[src/rtl/bcd_pkg.sv]
// Shared definitions for the sequential binary-to-BCD converter.
package bcd_pkg;

  localparam int BCD_DIGIT_W = 4;

  typedef enum logic [1:0] {
    IDLE  = 2'd0,
    SHIFT = 2'd1,
    DONE  = 2'd2
  } state_e;

endpackage

[src/rtl/bcd_digit_adj.sv]
// Double-dabble digit correction: add 3 to a BCD digit that is 5 or more.
module bcd_digit_adj
  import bcd_pkg::*;
(
  input  logic [BCD_DIGIT_W-1:0] digit_i,
  output logic [BCD_DIGIT_W-1:0] digit_o
);

  assign digit_o = (digit_i >= BCD_DIGIT_W'(5)) ? digit_i + BCD_DIGIT_W'(3) : digit_i;

endmodule

[src/rtl/bin2bcd_seq.sv]
// Sequential shift-and-add-3 binary-to-BCD converter with valid/ready
// handshakes, optional two's-complement input and sticky overflow flag.
module bin2bcd_seq
  import bcd_pkg::*;
#(
  parameter int BIN_W  = 16,
  parameter int DIGITS = 5
) (
  input  logic                          clk,
  input  logic                          rst_n,
  input  logic                          in_valid,
  output logic                          in_ready,
  input  logic [BIN_W-1:0]              bin_in,
  input  logic                          signed_in,
  output logic                          out_valid,
  input  logic                          out_ready,
  output logic [BCD_DIGIT_W*DIGITS-1:0] bcd_out,
  output logic                          neg_out,
  output logic                          ovf_out,
  output logic                          busy
);

  localparam int BCD_W = BCD_DIGIT_W * DIGITS;
  localparam int CNT_W = (BIN_W > 1) ? $clog2(BIN_W) : 1;

  state_e             state_q, state_d;
  logic [BIN_W-1:0]   mag_q;
  logic [BCD_W-1:0]   bcd_q;
  logic               neg_q;
  logic               ovf_q;
  logic [CNT_W-1:0]   cnt_q;

  logic [BCD_W-1:0]   bcd_adj;
  logic [BIN_W-1:0]   mag_in;
  logic               neg_in;
  logic               accept;
  logic               last_shift;

  genvar gi;
  generate
    for (gi = 0; gi < DIGITS; gi++) begin : g_adj
      bcd_digit_adj u_adj (
        .digit_i(bcd_q[gi*BCD_DIGIT_W +: BCD_DIGIT_W]),
        .digit_o(bcd_adj[gi*BCD_DIGIT_W +: BCD_DIGIT_W])
      );
    end
  endgenerate

  // The most negative input negates to itself, which as an unsigned
  // magnitude is exactly 2^(BIN_W-1).
  assign neg_in     = signed_in & bin_in[BIN_W-1];
  assign mag_in     = neg_in ? (~bin_in + BIN_W'(1)) : bin_in;
  assign accept     = in_valid & in_ready;
  assign last_shift = (cnt_q == '0);

  always_ff @(posedge clk or negedge rst_n) begin
    if (!rst_n) begin
      state_q <= IDLE;
    end else begin
      state_q <= state_d;
    end
  end

  always_comb begin
    state_d = state_q;
    unique case (state_q)
      IDLE:    if (in_valid)   state_d = SHIFT;
      SHIFT:   if (last_shift) state_d = DONE;
      DONE:    if (out_ready)  state_d = IDLE;
      default:                 state_d = IDLE;
    endcase
  end

  always_comb begin
    in_ready  = (state_q == IDLE);
    out_valid = (state_q == DONE);
    busy      = (state_q != IDLE);
  end

  always_ff @(posedge clk or negedge rst_n) begin
    if (!rst_n) begin
      mag_q <= '0;
      bcd_q <= '0;
      neg_q <= 1'b0;
      ovf_q <= 1'b0;
      cnt_q <= '0;
    end else if (accept) begin
      mag_q <= mag_in;
      bcd_q <= '0;
      neg_q <= neg_in;
      ovf_q <= 1'b0;
      cnt_q <= CNT_W'(BIN_W - 1);
    end else if (state_q == SHIFT) begin
      // Adjusted digits shift up one bit; the bit leaving the top digit is lost.
      {bcd_q, mag_q} <= {bcd_adj[BCD_W-2:0], mag_q, 1'b0};
      ovf_q          <= ovf_q | bcd_adj[BCD_W-1];
      if (!last_shift) begin
        cnt_q <= cnt_q - CNT_W'(1);
      end
    end
  end

  assign bcd_out = bcd_q;
  assign neg_out = neg_q;
  assign ovf_out = ovf_q;

endmodule

[config.mk]
export PLATFORM = sky130hd
export DESIGN_NAME = bin2bcd_seq
export DESIGN_NICKNAME = d
export VERILOG_FILES = /design/src/rtl/bcd_pkg.sv /design/src/rtl/bcd_digit_adj.sv /design/src/rtl/bin2bcd_seq.sv
export SDC_FILE = /design/constraint.sdc
export NUM_CORES = 1
export LEC_CHECK = 0
export CORE_UTILIZATION = 40
export CTS_BUF_LIST = sky130_fd_sc_hd__clkbuf_16
export DETAILED_ROUTE_END_ITERATION = 6
export GPL_TIMING_DRIVEN = 0
export PLACE_DENSITY = 0.77
export SYNTH_ARGS = -nofsm -noshare
export SYNTH_HDL_FRONTEND = slang
export SYNTH_SLANG_ARGS = --single-unit
export TNS_END_PERCENT = 50
[constraint.sdc]
create_clock -name clk -period 1.6 [get_ports clk]
set_input_delay 0.48 -clock clk [delete_from_list [all_inputs] [get_ports clk]]
set_output_delay 0.48 -clock clk [all_outputs]
set_load 0.05 [all_outputs]
==> metrics.cfg <==
[clock_network]
clock-sinks=44
cts_tree=done
cts_buffer_depth=2
path_clk_slew_ps=60
clk-insertion-delay-late_ps=290
postCtsHoldBufs=0
htree_levels=2
root_buffer=clkbuf_16
cts_buffers=5

[drt]
drt_wl_total_um=6921
antenna_left=0
drtPass1Iterations=4
vias=2460
drt_iter0_markers=135
viasPerCell=5.668
wl_per_cell_um=15.95
drc_errors=0

[synthesis]
ys_seq_elements=44
synth_area_leader_cell=dfrtp_1
yosys-top-cells-area=dfrtp_1, nand2_1, ha_1
synth-xor-area-share_pct=7.404
synth_fa_ha_area_share_pct=5.769
synth_cell_type_count=36
async_reset_ff_share_pct=100.0
synth_nets=326
synth_common_cells=dfrtp_1, nand2_1, o21ai_0
synthCells=293
muxShareOfSynthArea_pct=2.163
synth_top_family_by_area=simple AND/OR/NAND/NOR gates
ys_warn_count=0
avgSynthCellArea_um2=8.882
synth-seq-area-share_pct=42.31
netlist.area_leader.share_pct=42.31
synth-compound-area-share_pct=15.77
synth-edff-count=0
synth_flop_cell=dfrtp_1
synth_area_mm2=0.002602
synth_most_common_cell=dfrtp_1
synthSimpleGateAreaFrac_pct=21.92

[sta]
setup_violations=5
drv_slew=0
min_period_ps=1717
hold_violations=0
timing.final.ws_setup_ps=-117.2
relSlewSlack_pct=75.62
rsz0062_at_grt=true
finalSetupTns_ps=-377.5
finalCritPeriodShare_pct=107.3
tightest_slew_ps=362.6
fmax_mhz=582.4
fin_skew_ps=9.360

[layout]
drive_gt1_share_pct=35.01
fillCellCount=561
multi_input_area_mm2=0.001562
diodes=0
nets=389
design_area_mm2=0.003608
regArea_mm2=0.001110
final_util_pct=57.15
synthToLayoutAreaGrowth_pct=38.65

[floorplan]
die_area_mm2=0.006833
pin_count=46
start_util_pct=41.22
core_mm2=0.006314
die_h_um=82.66
fp.dieW_um=82.66
rows=29

[placement]
portBuffers=45
hpwl_um=4530
gp_congestion=0.8300
place_area_mm2=0.003192

[worst_setup_path]
end_kind=flip-flop
required_ps=1790
cp_max_fo=4
crit_path_start_kind=input pin
critical_path_class=input pin to flip-flop
arrival_ps=1910

[power_and_ir_drop]
p_leak_nw=1.597
ir_worst_vdd_uv=978.2
powerDensity_mw_per_mm2=2076
finalPower_mw=7.490

[grt]
met1_usage_pct=26.27
grt_util_all_layers_pct=21.57
grt_max_degree=41
grtUsageMet2_pct=37.95
grt_pass1_wl_um=10980
overflow=0
grt-busiest-layer=met2
grt_pass1_vias=2340
grt_util_met3_pct=3.407
antenna_found_initial=0

[flow_run]
cap_violations=0

[outcome]
violations=setup timing
status=finished, violations left

[min_path]
min_path_type=input pin to async pin

-- critical path, cell delays in order --
cell and delay, ps:
buf_8 100, or4_4 540, nor2_1 110, or4b_4 460, a311oi_2 210
-- through the flow --
stage | hold slack (ps) | setup WS [ps] | std cells
after floorplan | 184.4 | -314.0 | 293
after detailed placement | 315.4 | -915.4 | 416
final | 14.19 | -117.2 | 434
after global routing | 17.56 | -152.6 | 434
after CTS | 17.55 | -254.3 | 431
after global placement | 463.0 | -1394 | 415
-- registers in the layout, summed over array words and instances (netlist names) --
name     cells
cnt_q        4
bcd_out     20
mag_q       16
ovf_out      1
neg_out      1
state_q      2
-- layer usage --
metal | vias to the layer above | part of all wire (%)
li1 | 1155 | -
met1 | 1207 | 42
met2 | 78 | 51
met3 | 20 | 4.1
met4 | 0 | 2.8
met5 | - | 0
-- power breakdown --
part           total [mW]  internal (mW)  switching [mW]
Sequential           2.15           1.66           0.491
Clock                1.01          0.576           0.433
Combinational        4.33           1.74            2.60
-- final cells by class --
type	instances	share of cell area (%)
tap	77	2.670
inverter	15	1.560
multi-input combinational	217	43.27
sequential	44	30.76
clock inverter	3	0.5201
buffer	14	2.878
timing repair buffer	59	14.88
clock buffer	5	3.467
-- placed cells by master (no fill, tap or decap), types with 3 or more instances in the layout --
cell type and n:
nand2_1 40, dfrtp_1 37, nand3_1 17, o21ai_0 15, buf_2 15, and3_1 14
a21oi_1 13, buf_4 13, xnor2_1 12, o31ai_1 11, clkdlybuf4s15_2 11, xor2_1 9
ha_1 9, inv_2 8, inv_1 7, clkbuf_2 7, nand2b_1 7, dfrtp_2 7
buf_6 7, o21ai_1 6, nor2_1 6, a31oi_1 5, a32o_1 5, a21oi_2 5
clkbuf_16 5, clkbuf_4 4, or3_1 4, clkdlybuf4s50_1 4, clkbuf_8 3, or4_4 3
mux2_4 3, ha_2 3, buf_8 3
-- repair_timing --
item,in CTS,in global routing
resized for setup,184,67
cloned,1,0
setup endpoints to repair,69,43
pin swaps,13,16
setup buffers,7,5
hold endpoints to repair,0,0
-- path summary, 6_finish.rpt --
path	from	to	slack, ps	depth (start not counted)
max in group asynchronous	rst_n	state_q[0]	1130	2
hold / removal	rst_n	mag_q[4]	10	1
setup / recovery	bin_in[1]	mag_q[15]	-120	5
setup reg to reg	state_q[1]	bcd_out[3]	70	4
min in group clk	ovf_out	ovf_out	490	2
hold reg to reg	ovf_out	ovf_out	490	2
-- cells by family after synthesis --
logic type | Yosys count
muxes | 5
adders and majority gates | 12
and+or+nand+nor | 111
AOI/OAI and AO/OA | 67
DFF | 44
buffers and inverters | 32
xor gates and xnor gates | 22
Note: power is estimated with default switching activity, not from simulation.
